<file path="src/rtl/branch_predictor_pkg.sv">
// branch_predictor_pkg: shared word size, 2-bit counter encodings and PC increment helper
package branch_predictor_pkg;
    localparam int WORD_SIZE = 16;
    localparam logic [1:0] SNT = 2'b00;
    localparam logic [1:0] WNT = 2'b01;
    localparam logic [1:0] WT  = 2'b10;
    localparam logic [1:0] ST  = 2'b11;
    function automatic logic [WORD_SIZE-1:0] pc_inc(input logic [WORD_SIZE-1:0] pc);
        return pc + WORD_SIZE'(1);
    endfunction
endpackage

</file>
<file path="src/rtl/sat_counter2.sv">
// sat_counter2: next state of a 2-bit saturating taken/not-taken counter
module sat_counter2
    import branch_predictor_pkg::*;
(
    input  logic [1:0] cur,
    input  logic       taken,
    output logic [1:0] next
);
    always_comb begin
        next = taken ? ((cur == ST) ? ST : cur + 2'd1)
                     : ((cur == SNT) ? SNT : cur - 2'd1);
    end
endmodule

</file>
<file path="src/rtl/branch_predictor.sv">
// branch_predictor: direct-mapped BTB with 2-bit counters, combinational lookup and mispredict detect
// Optional resolved/mispredict statistics counters when BP_STATS_EN is defined.
module branch_predictor
    import branch_predictor_pkg::*;
#(
    parameter int INDEX_BITS = 4
) (
    input  logic                 clk,
    input  logic                 reset_n,
    input  logic [WORD_SIZE-1:0] if_pc,
    output logic                 pred_taken,
    output logic [WORD_SIZE-1:0] pred_next_pc,
    input  logic                 upd_valid,
    input  logic [WORD_SIZE-1:0] upd_pc,
    input  logic                 upd_uncond,
    input  logic                 upd_taken,
    input  logic [WORD_SIZE-1:0] upd_target,
    input  logic                 upd_pred_taken,
    input  logic [WORD_SIZE-1:0] upd_pred_next_pc,
    output logic                 mispredict
`ifdef BP_STATS_EN
    ,
    output logic [15:0]          stat_resolved,
    output logic [15:0]          stat_mispredicts
`endif
);
    localparam int ENTRIES  = 2**INDEX_BITS;
    localparam int TAG_BITS = WORD_SIZE - INDEX_BITS;

    logic                 valid  [ENTRIES];
    logic [TAG_BITS-1:0]  tag    [ENTRIES];
    logic [WORD_SIZE-1:0] target [ENTRIES];
    logic [1:0]           ctr    [ENTRIES];

    logic [INDEX_BITS-1:0] lidx, uidx;
    logic [TAG_BITS-1:0]   ltag, utag;
    logic                  lhit, uhit, eff_taken;
    logic [WORD_SIZE-1:0]  res_next;
    logic [1:0]            sat_next;

    always_comb begin
        lidx         = if_pc[INDEX_BITS-1:0];
        ltag         = if_pc[WORD_SIZE-1:INDEX_BITS];
        lhit         = valid[lidx] && (tag[lidx] == ltag);
        pred_taken   = lhit && ctr[lidx][1];
        pred_next_pc = pred_taken ? target[lidx] : pc_inc(if_pc);
    end

    // Unconditional jumps resolve as taken whatever upd_taken says.
    always_comb begin
        uidx       = upd_pc[INDEX_BITS-1:0];
        utag       = upd_pc[WORD_SIZE-1:INDEX_BITS];
        uhit       = valid[uidx] && (tag[uidx] == utag);
        eff_taken  = upd_taken || upd_uncond;
        res_next   = eff_taken ? upd_target : pc_inc(upd_pc);
        mispredict = upd_valid && ((eff_taken != upd_pred_taken) || (res_next != upd_pred_next_pc));
    end

    sat_counter2 u_sat (
        .cur   (ctr[uidx]),
        .taken (upd_taken),
        .next  (sat_next)
    );

    // A not-taken miss falls through every branch below and leaves the entry untouched.
    always_ff @(posedge clk or negedge reset_n) begin
        if (!reset_n) begin
            for (int i = 0; i < ENTRIES; i++) begin
                valid[i]  <= 1'b0;
                tag[i]    <= '0;
                target[i] <= '0;
                ctr[i]    <= WNT;
            end
        end else if (upd_valid) begin
            if (uhit || eff_taken) begin
                valid[uidx] <= 1'b1;
                tag[uidx]   <= utag;
            end
            if (eff_taken)
                target[uidx] <= upd_target;
            ctr[uidx] <= upd_uncond ? ST : uhit ? sat_next : upd_taken ? WT : ctr[uidx];
        end
    end

`ifdef BP_STATS_EN
    always_ff @(posedge clk or negedge reset_n) begin
        if (!reset_n) begin
            stat_resolved    <= '0;
            stat_mispredicts <= '0;
        end else if (upd_valid) begin
            stat_resolved    <= stat_resolved + {15'd0, stat_resolved != 16'hFFFF};
            stat_mispredicts <= stat_mispredicts + {15'd0, mispredict && (stat_mispredicts != 16'hFFFF)};
        end
    end
`endif
endmodule
</file>
<file path="config.mk">
export PLATFORM = sky130hd
export DESIGN_NAME = branch_predictor
export DESIGN_NICKNAME = d
export VERILOG_FILES = /design/src/rtl/branch_predictor_pkg.sv /design/src/rtl/sat_counter2.sv /design/src/rtl/branch_predictor.sv
export SDC_FILE = /design/constraint.sdc
export NUM_CORES = 1
export LEC_CHECK = 0
export ABC_AREA = 0
export BUFFER_PORTS_ARGS = -buffer_cell sky130_fd_sc_hd__buf_2
export CAP_MARGIN = 20
export CORE_UTILIZATION = 57
export CTS_CLUSTER_DIAMETER = 60
export DETAILED_ROUTE_END_ITERATION = 7
export PLACE_DENSITY_LB_ADDON = 0.2
export SLEW_MARGIN = 20
export SYNTH_ARGS = -nofsm -noshare
export SYNTH_HDL_FRONTEND = slang
export SYNTH_HIERARCHICAL = 1
export SYNTH_SLANG_ARGS = --single-unit
</file>
<file path="constraint.sdc">
create_clock -name clk -period 4.56 [get_ports clk]
set_input_delay 0 -clock clk [delete_from_list [all_inputs] [get_ports clk]]
set_output_delay 0 -clock clk [all_outputs]
set_load 0.05 [all_outputs]
</file>
==> results.txt, run 1 <==
Outcome - finished with violations
Failing checks - hold timing
Final Hold Slack - -0.02041 ns
Primary flip-flop cell chosen by synthesis mapping - sky130_fd_sc_hd__dfrtp_1
Fraction of post-synthesis cell area in the top cell type by area - 46.87%
Drt initial violations - 1377
First-pass GRT wire length - 107.6 mm
Setup Total Neg Slack - 0 ns
Port Buffers - 87
Area of the core - 0.04432 mm^2
Endpoint class of the critical path - output port
Synthesis Warnings - 6
Critical path data arrival time - 4.04 ns
Cell variety after synth - 51
Initial antenna violation count - 2
Most numerous cell in the Yosys netlist - sky130_fd_sc_hd__dfrtp_1
Final #Nets - 1954
Capture point of the worst reg-to-reg path - tag[179]
Portion of the clock cycle consumed by the worst path in the final layout - 88.54%
Remaining global-route overflow - 0
Layout cell share with drive strength beyond 1 - 48.67%
Effective utilization at floorplan - 57.83%
Resize count post-CTS - 0
Leakage power of the design - 12.13 nW
Largest stage delay, worst path - 0.70 ns
Number of setup buffers added after CTS - 0
Total number of H-tree levels - 2
Fraction of synthesis flops using an asynchronous set or reset pin - 100.0%
Global router's overall resource usage - 31.14%
Final Util - 65.01%
Vias after detailed routing - 16510
Post-synthesis simple-gate area fraction - 4.658%
Multiplexer share of the synthesized area - 37.97%
Unrepaired setup endpoints after global routing - no
Main combinational cell family by area after synthesis - multiplexers
Fill count - 3280
Bufs on Longest Clock Path - 3
Max Cap Violations - 0
CTS Sinks - 496
Post-Route WL - 69.13 mm
Final instance count without filler cells - 2512
Critical Path Slowest Stage Cell - sky130_fd_sc_hd__nor4_1
Crit start category - input port
Maximum number of pins on one net before global-route repair - 133
Total I/O pin count - 88
Relative slew slack - 29.99%
Crit Path Class - in2out
Detailed-routing iteration count for the pre-antenna-repair pass - 5
Class of the tightest hold or removal check - in2async
Placed cells - 2389
Data required time at the worst endpoint - 4.56 ns
Post-synthesis net count - 1875
DRC errors left - 0
Leading cell types by count after synthesis - sky130_fd_sc_hd__dfrtp_1 (480), sky130_fd_sc_hd__mux2_2 (440), sky130_fd_sc_hd__mux4_2 (203)
Worst path top cell family by delay - simple AND/OR/NAND/NOR gates
Average cell area after synthesis - 14.24 um^2
Critical-path cell list - dlygate4sd3_1 -> buf_2 -> nand3_1 -> nor4_1 -> nand2_1 -> xnor2_1 -> o211ai_1 -> nor3_1 -> nand4_1 -> nor4_1 -> a21boi_0 -> buf_2
Via density per instance - 6.574
Post-CTS Hold Buffers - 24
R2R cell count - 10
Synth Area in XOR/XNOR - 2.461%
DIE AREA - 0.04581 mm^2
Row cnt - 77
Number of synthesized register bits - 496
Post-synthesis share of cell area spent on full adders, half adders and majority gates - 0.3320%
Cell type contributing the most total cell area after synthesis - sky130_fd_sc_hd__dfrtp_1
Instance count of the mapped netlist - 1800
Routed Antenna Nets - 0
Pins Over Slew Limit - 0
Clock buffers created by TritonCTS - 55
CTS Root Buffer Type - sky130_fd_sc_hd__clkbuf_16
Worst reg2reg startpoint - tag[182]
WL/cell - 27.52 um
Slew at the pin closest to its max-slew limit - 1.050 ns
Die boundary height - 214.0 um
Overall die width - 214.0 um
Syn Std Cell Area - 0.02563 mm^2
Detailed placement HPWL - 43.04 mm
Number of enable flip-flop cells after synthesis - 0
Period minus WS final - 4.038 ns
Clock tree from TritonCTS - built
Setup clock skew after layout - 0.02788 ns
Fin. Hold Viols - 18
Achievable clock frequency - 247.7 MHz
Setup violation total in the final timing report - 0
Areal power density over the cells - 462.7 mW/mm^2
Main area contributors after synthesis - sky130_fd_sc_hd__dfrtp_1 (47%), sky130_fd_sc_hd__mux2_2 (19%), sky130_fd_sc_hd__mux4_2 (18%)
Clock-pin transition on the worst setup and hold timing paths - 0.05 ns
Routability congestion estimate from global placement - 0.8688
Area delta synth->final - 12.42%
CP Buf/Inv Count - 3
Critical-path maximum fanout - 21
Maximum VDD drop - 0.0003546 V
Compound-Gate Fraction of Synth Area - 3.281%
Via count of the first global-routing pass - 17240
Minimum setup slack among reg-to-reg paths - 0.92 ns
Register area share after synthesis - 48.51%
Clock latency on the worst-skew pair - 0.62 ns
==> metal layers <==
| layer | part of all wire [%] | global-route usage, % | routed length [um] |
|---|---|---|---|
| met2 | 48 | 49.34 | 33250 |
| met3 | 6.5 | 5.504 | 4499 |
| met5 | 0.017 | 0 | 12 |
| met1 | 41 | 42.04 | 28030 |
| met4 | 4.8 | 15.04 | 3333 |
==> cell type report <==
type                       instances  area [um^2]  share of cell area [%]
tap                              592        740.7                   2.571
inverter                          14        52.55                  0.1824
timing repair buffer             173         1275                   4.425
clock inverter                    18        187.7                  0.6514
sequential                       496        12430                   43.15
antenna                            1        2.502                0.008685
multi-input combinational       1139        12540                   43.54
clock buffer                      79         1577                   5.472
==> how the worst max path moves through the flow <==
stage | endpoint | cells past startpoint | from | slack, ns
after CTS | mispredict | 12 | upd_pc[6] | 0.58
after global routing | mispredict | 12 | upd_pc[6] | 0.36
after detailed placement | tag[179] | 12 | upd_pc[0] | 0.74
after global placement | tag[171] | 12 | upd_pc[0] | 0.77
after floorplan | pred_next_pc[0] | 10 | if_pc[0] | 0.91
final | mispredict | 12 | upd_pc[6] | 0.52
==> logic make-up after synthesis <==
group,count (synthesis)
muxes,663
DFF,496
and+or+nand+nor,253
buffers and inverters,165
AOI/OAI and AO/OA,144
xor gates and xnor gates,72
adders and majority gates,7
==> flip-flops by register name, summed over array words and instances (netlist names) <==
name	count
ctr	32
tag	192
target	256
valid	16
==> report_power, final <==
part	internal, mW	switching (mW)	total (mW)
Clock	2.52	1.84	4.36
Combinational	1.71	1.12	2.83
Sequential	5.47	0.664	6.13
==> metrics by stage <==
stage                     area [um^2]  worst slack [ns]  power [mW]  hold slack [ns]
after floorplan                 25630            0.9143       8.122          -0.2956
after global placement          26780            0.7690       8.823           0.2053
after detailed placement        26780            0.7409       8.987           0.2116
after CTS                       28780            0.5778       13.38        0.0003316
after global routing            28810            0.3555       13.90          0.03326
final                           28810            0.5224       13.33         -0.02041
==> layout by cell type, fill, tap and decap left out, types with 5 or more instances in the layout <==
cell,n
sky130_fd_sc_hd__xnor2_1,37
sky130_fd_sc_hd__mux4_2,203
sky130_fd_sc_hd__dlygate4sd3_1,24
sky130_fd_sc_hd__o21ai_1,11
sky130_fd_sc_hd__nand4_1,13
sky130_fd_sc_hd__ha_1,5
sky130_fd_sc_hd__inv_1,12
sky130_fd_sc_hd__clkinv_2,8
sky130_fd_sc_hd__a21oi_2,12
sky130_fd_sc_hd__a31oi_1,10
sky130_fd_sc_hd__dfstp_2,16
sky130_fd_sc_hd__clkbuf_16,55
sky130_fd_sc_hd__nand2_1,88
sky130_fd_sc_hd__nor2_2,12
sky130_fd_sc_hd__and3_1,5
sky130_fd_sc_hd__a211oi_1,8
sky130_fd_sc_hd__nand3_1,36
sky130_fd_sc_hd__buf_12,7
sky130_fd_sc_hd__clkbuf_1,13
sky130_fd_sc_hd__mux2_2,440
sky130_fd_sc_hd__buf_2,82
sky130_fd_sc_hd__xor2_1,35
sky130_fd_sc_hd__dfrtp_1,480
sky130_fd_sc_hd__clkbuf_8,12
sky130_fd_sc_hd__nor2b_1,14
sky130_fd_sc_hd__o21ai_0,50
sky130_fd_sc_hd__nor4_1,5
sky130_fd_sc_hd__nand2b_1,10
sky130_fd_sc_hd__nor3_1,6
sky130_fd_sc_hd__buf_4,57
sky130_fd_sc_hd__mux2i_1,17
sky130_fd_sc_hd__a21oi_1,29
sky130_fd_sc_hd__or2_2,14
sky130_fd_sc_hd__nor2_1,38
==> worst reg2reg max path, delay by kind of cell (launching register included) <==
family / cells / cell delay, ns
simple gates: 2 / 0.50
buf+inv: 1 / 0.19
compound gates: 3 / 0.97
mux: 3 / 1.27
flops: 1 / 0.40
xor+xnor: 1 / 0.19
No activity file was read; power rests on OpenSTA's default activity.
==> run 2: changes to the inputs <==
CORE_ASPECT_RATIO = 1.4   (was default)
==> results.txt, run 2 (synthesis gave the netlist of run 1 again) <==
Clock latency on the worst-skew pair - 0.57 ns
Design Area, Final - 0.02862 mm^2
CTS Sinks - 496
Clock tree from TritonCTS - built
Class of the tightest hold or removal check - in2reg
Drt initial violations - 1261
Setup Total Neg Slack - 0 ns
Crit start category - flip-flop
Critical-path maximum fanout - 32
Via density per instance - 6.619
Largest registers - target (256), tag (192), ctr (32)
Routability congestion estimate from global placement - 0.8801
Row cnt - 91
Leading cell type in the layout, fill and taps excluded - sky130_fd_sc_hd__dfrtp_1
Effective utilization at floorplan - 58.01%
Fin. Hold Viols - 0
Routed Antenna Nets - 0
Total I/O pin count - 88
WL/cell - 27.90 um
Initial antenna violation count - 5
Capture point of the worst reg-to-reg path - tag[188]
Number of setup buffers added after CTS - 0
Port Buffers - 87
Post-CTS Hold Buffers - 21
Minimum setup slack among reg-to-reg paths - 1.02 ns
Internal cell power - 9.561 mW
Share of total power in the clock network - 31.3%
Max Cap Violations - 0
Areal power density over the cells - 458.3 mW/mm^2
First-pass GRT wire length - 107.0 mm
Setup clock skew after layout - 0.01200 ns
Area of the core - 0.04418 mm^2
Flop pwr share - 46.9%
DRC errors left - 0
Data required time at the worst endpoint - 4.56 ns
Number of flip-flops under the largest register name - 256
Global-route met2 utilization - 53.07%
Unrepaired setup endpoints after global routing - no
Die boundary height - 252.9 um
Global routing's busiest layer - met2
Met3 demand-to-capacity share in global routing - 4.487%
R2R cell count - 10
Switching fraction of total power - 27.09%
Min-Delay Startpoint - upd_pc[14]
Commonest non-fill, non-tap cells in the layout - sky130_fd_sc_hd__dfrtp_1 (480), sky130_fd_sc_hd__mux2_2 (440), sky130_fd_sc_hd__mux4_2 (203), sky130_fd_sc_hd__nand2_1 (88), sky130_fd_sc_hd__buf_2 (82)
Proportion of power drawn by combinational gates - 21.8%
Worst reg2reg startpoint - tag[74]
Switching component of the power - 3.553 mW
Slew at the pin closest to its max-slew limit - 0.8733 ns
Area delta synth->final - 11.66%
Crit Path Class - reg2out
Final #Nets - 1948
Leakage power of the design - 12.07 nW
Via count of the first global-routing pass - 17300
Critical path data arrival time - 3.90 ns
DP Area - 0.02677 mm^2
Pins Over Slew Limit - 0
CTS Root Buffer Type - sky130_fd_sc_hd__clkbuf_16
Period minus WS final - 3.896 ns
Detailed-routing iteration count for the pre-antenna-repair pass - 5
Clock buffers created by TritonCTS - 49
Setup violation total in the final timing report - 0
Outcome - complete, no violations
Post-Route WL - 68.94 mm
Remaining global-route overflow - 0
Layout cell share with drive strength beyond 1 - 48.85%
Maximum VDD drop - 0.0003428 V
Achievable clock frequency - 256.7 MHz
Overall die width - 181.2 um
Portion of the clock cycle consumed by the worst path in the final layout - 85.44%
Clock-pin transition on the worst setup and hold timing paths - 0.06 ns
Hold EP - tag[82]
First element of the critical path - tag[103]
Cells on Worst Hold Path - 2
Relative slew slack - 41.78%
Total number of H-tree levels - 2
Bufs on Longest Clock Path - 3
DIE AREA - 0.04583 mm^2
Detailed placement HPWL - 44.63 mm
Global router's overall resource usage - 31.24%
Largest Register - target
Endpoint class of the critical path - output port
Maximum number of pins on one net before global-route repair - 117
Resize count post-CTS - 0
Met1 Resource Use GR - 39.59%
Vias after detailed routing - 16360
[run 2: metal layers]
metal / vias to the layer above / share of wire (%)
met1: 8692 / 39
met5: - / 0.081
met2: 598 / 50
met4: 8 / 5.1
met3: 177 / 5.7
li1: 6880 / -
[run 2: worst max-delay path, stage by stage (launching register included)]
cell	delay, ns
sky130_fd_sc_hd__dfrtp_1	0.40
sky130_fd_sc_hd__mux4_2	0.47
sky130_fd_sc_hd__mux2i_1	0.36
sky130_fd_sc_hd__xnor2_1	0.13
sky130_fd_sc_hd__o31ai_1	0.26
sky130_fd_sc_hd__buf_4	0.20
sky130_fd_sc_hd__nand3_1	0.08
sky130_fd_sc_hd__or4_1	0.53
sky130_fd_sc_hd__buf_4	0.27
sky130_fd_sc_hd__a21oi_1	0.31
sky130_fd_sc_hd__buf_2	0.32
[run 2: final cells by class]
cell class,count,area [um^2]
timing repair buffer,173,1251
clock inverter,18,182.7
multi-input combinational,1139,12540
sequential,496,12430
tap,558,698.2
antenna,1,2.502
fill,3234,15560
clock buffer,72,1453
inverter,14,52.55
[run 2: metrics by stage]
step	instances	utilization, %	power, mW	worst slack [ns]	hold slack [ns]
final	2471	64.78	13.11	0.6641	0.03019
after global routing	2471	64.78	13.66	0.5600	0.004600
after CTS	2470	64.77	13.16	0.6649	0.0007042
after detailed placement	2359	60.59	9.037	0.7488	0.1294
after global placement	2359	60.59	8.877	0.7409	0.1113
after floorplan	1800	-	8.122	0.9143	-0.2956
[run 2: power by group through the flow]
| stage | clock (mW) | combinational [mW] | sequential (mW) |
|---|---|---|---|
| after floorplan | 0 | 2.19 | 5.93 |
| after global placement | 0 | 2.77 | 6.11 |
| after detailed placement | 0 | 2.85 | 6.19 |
| after CTS | 4.17 | 2.87 | 6.12 |
| after global routing | 4.34 | 3.06 | 6.27 |
| final | 4.11 | 2.86 | 6.14 |
[run 2: worst max path at each step]
stage	endpoint	slack (ns)	cells past startpoint
after floorplan	pred_next_pc[0]	0.91	10
after global placement	tag[188]	0.74	12
after global routing	pred_next_pc[2]	0.56	10
after detailed placement	tag[188]	0.75	12
after CTS	pred_next_pc[2]	0.66	10
final	pred_next_pc[2]	0.66	10
==> run 3: changes to the inputs <==
BUFFER_PORTS_ARGS = default   (was -buffer_cell sky130_fd_sc_hd__buf_2)
CORE_ASPECT_RATIO = 0.8   (was 1.4)
DONT_BUFFER_PORTS = 1   (was default)
==> results.txt, run 3 (synthesis gave the netlist of run 1 again) <==
Detailed placement HPWL - 40.49 mm
Via count of the first global-routing pass - 16390
DIE AREA - 0.04582 mm^2
Clock buffers created by TritonCTS - 50
Slew at the pin closest to its max-slew limit - 1.732 ns
Clock-pin transition on the worst setup and hold timing paths - 0.06 ns
Maximum VDD drop - 0.0003535 V
Crit start category - flip-flop
Setup violation total in the final timing report - 0
Overall die width - 239.1 um
Relative slew slack - -15.46%
Clock latency on the worst-skew pair - 0.59 ns
CTS Root Buffer Type - sky130_fd_sc_hd__clkbuf_16
Class of the tightest hold or removal check - in2async
Commonest non-fill, non-tap cells in the layout - sky130_fd_sc_hd__dfrtp_1 (480), sky130_fd_sc_hd__mux2_2 (440), sky130_fd_sc_hd__mux4_2 (203), sky130_fd_sc_hd__nand2_1 (88), sky130_fd_sc_hd__buf_4 (52)
DRC errors left - 0
Achievable clock frequency - 241.5 MHz
Data required time at the worst endpoint - 4.56 ns
Post-Route WL - 69.68 mm
Pins Over Slew Limit - 379
Setup Total Neg Slack - 0 ns
Critical path data arrival time - 4.14 ns
Detailed-routing iteration count for the pre-antenna-repair pass - 6
Areal power density over the cells - 452.4 mW/mm^2
Port Buffers - 0
Unrepaired setup endpoints after global routing - no
Minimum setup slack among reg-to-reg paths - 0.74 ns
Drt initial violations - 1460
Crit Path Class - reg2out
Effective utilization at floorplan - 57.75%
Setup clock skew after layout - 0.02787 ns
Vias after detailed routing - 15910
First-pass GRT wire length - 105.5 mm
Area of the core - 0.04438 mm^2
Total I/O pin count - 88
Critical-path maximum fanout - 16
Final Hold Slack - -0.8797 ns
Maximum number of pins on one net before global-route repair - 497
Failing checks - hold timing, slew limit
Number of flip-flops under the largest register name - 256
Leakage power of the design - 11.65 nW
Number of setup buffers added after CTS - 0
Row cnt - 69
CTS Sinks - 496
Final Util - 63.35%
Initial antenna violation count - 2
Bufs on Longest Clock Path - 3
Post-CTS Hold Buffers - 34
Max Cap Violations - 0
Largest Register - target
Fin. Hold Viols - 496
WL/cell - 28.71 um
Global router's overall resource usage - 31.48%
Final #Nets - 1862
Total number of H-tree levels - 2
Worst reg2reg startpoint - tag[72]
R2R cell count - 9
Clock tree from TritonCTS - built
Capture point of the worst reg-to-reg path - tag[164]
Outcome - finished with violations
Die boundary height - 191.7 um
Via density per instance - 6.555
Remaining global-route overflow - 0
Period minus WS final - 4.141 ns
Resize count post-CTS - 0
Endpoint class of the critical path - output port
Portion of the clock cycle consumed by the worst path in the final layout - 90.82%
Routability congestion estimate from global placement - 0.8317
Area delta synth->final - 9.681%
Routed Antenna Nets - 0
Layout cell share with drive strength beyond 1 - 45.47%
Largest registers - target (256), tag (192), ctr (32)
Leading cell type in the layout, fill and taps excluded - sky130_fd_sc_hd__dfrtp_1
run 3: cell count changes in the layout (fill, tap and decap cells not counted), sizes merged:
cell,delta
buf,-99
clkbuf,-4
clkinv,+2
dlygate4sd3,+13
inv,-1
run 3: power by group:
part / total [mW] / internal (mW) / switching, mW
Sequential: 6.12 / 5.47 / 0.647
Combinational: 2.54 / 1.68 / 0.862
Clock: 4.06 / 2.32 / 1.75
run 3: worst max path at each step:
stage	from	slack [ns]	depth (start not counted)	to
after detailed placement	valid[0]	0.79	8	tag[183]
after floorplan	if_pc[0]	0.91	10	pred_next_pc[0]
after global placement	valid[4]	0.83	8	tag[186]
after global routing	tag[127]	0.26	10	pred_next_pc[6]
after CTS	tag[127]	0.45	10	pred_next_pc[6]
final	tag[55]	0.42	11	pred_next_pc[6]
run 3: per-stage QoR:
stage / cell area (um^2) / hold WS, ns / power, mW / std cells / setup WS [ns]
4_1_cts: 28110 / -0.8947 / 12.76 / 2426 / 0.4453
6_report: 28110 / -0.8797 / 12.72 / 2427 / 0.4186
3_5_place_dp: 26170 / -0.2732 / 8.618 / 2304 / 0.7908
5_1_grt: 28110 / -0.9085 / 13.27 / 2427 / 0.2592
2_1_floorplan: 25630 / -0.2956 / 8.122 / 1800 / 0.9143
3_3_place_gp: 26170 / -0.2712 / 8.469 / 2304 / 0.8350
run 3: layer usage:
layer | part of all wire [%] | global-route usage (%)
met3 | 7.5 | 6.654
met4 | 3.4 | 10.72
met2 | 47 | 50.08
met5 | 0.037 | 0
met1 | 42 | 43.44
run 3: final cells by class:
class | count | area (um^2)
antenna | 1 | 2.502
clock buffer | 69 | 1403
clock inverter | 19 | 190.2
fill | 3268 | 16270
inverter | 14 | 52.55
multi-input combinational | 1139 | 12540
sequential | 496 | 12430
tap | 603 | 754.5
timing repair buffer | 86 | 730.7
run 3: worst max-delay path: stages (launching register included):
cell and delay [ns]:
sky130_fd_sc_hd__dfrtp_1 0.39, sky130_fd_sc_hd__mux4_2 0.48, sky130_fd_sc_hd__mux2i_1 0.28, sky130_fd_sc_hd__xor2_1 0.17, sky130_fd_sc_hd__nand3_1 0.09, sky130_fd_sc_hd__o31ai_1 0.09, sky130_fd_sc_hd__buf_4 0.20, sky130_fd_sc_hd__nand3_1 0.08
sky130_fd_sc_hd__or4_1 0.94, sky130_fd_sc_hd__nor2_1 0.52, sky130_fd_sc_hd__a21oi_1 0.09, sky130_fd_sc_hd__buf_4 0.21
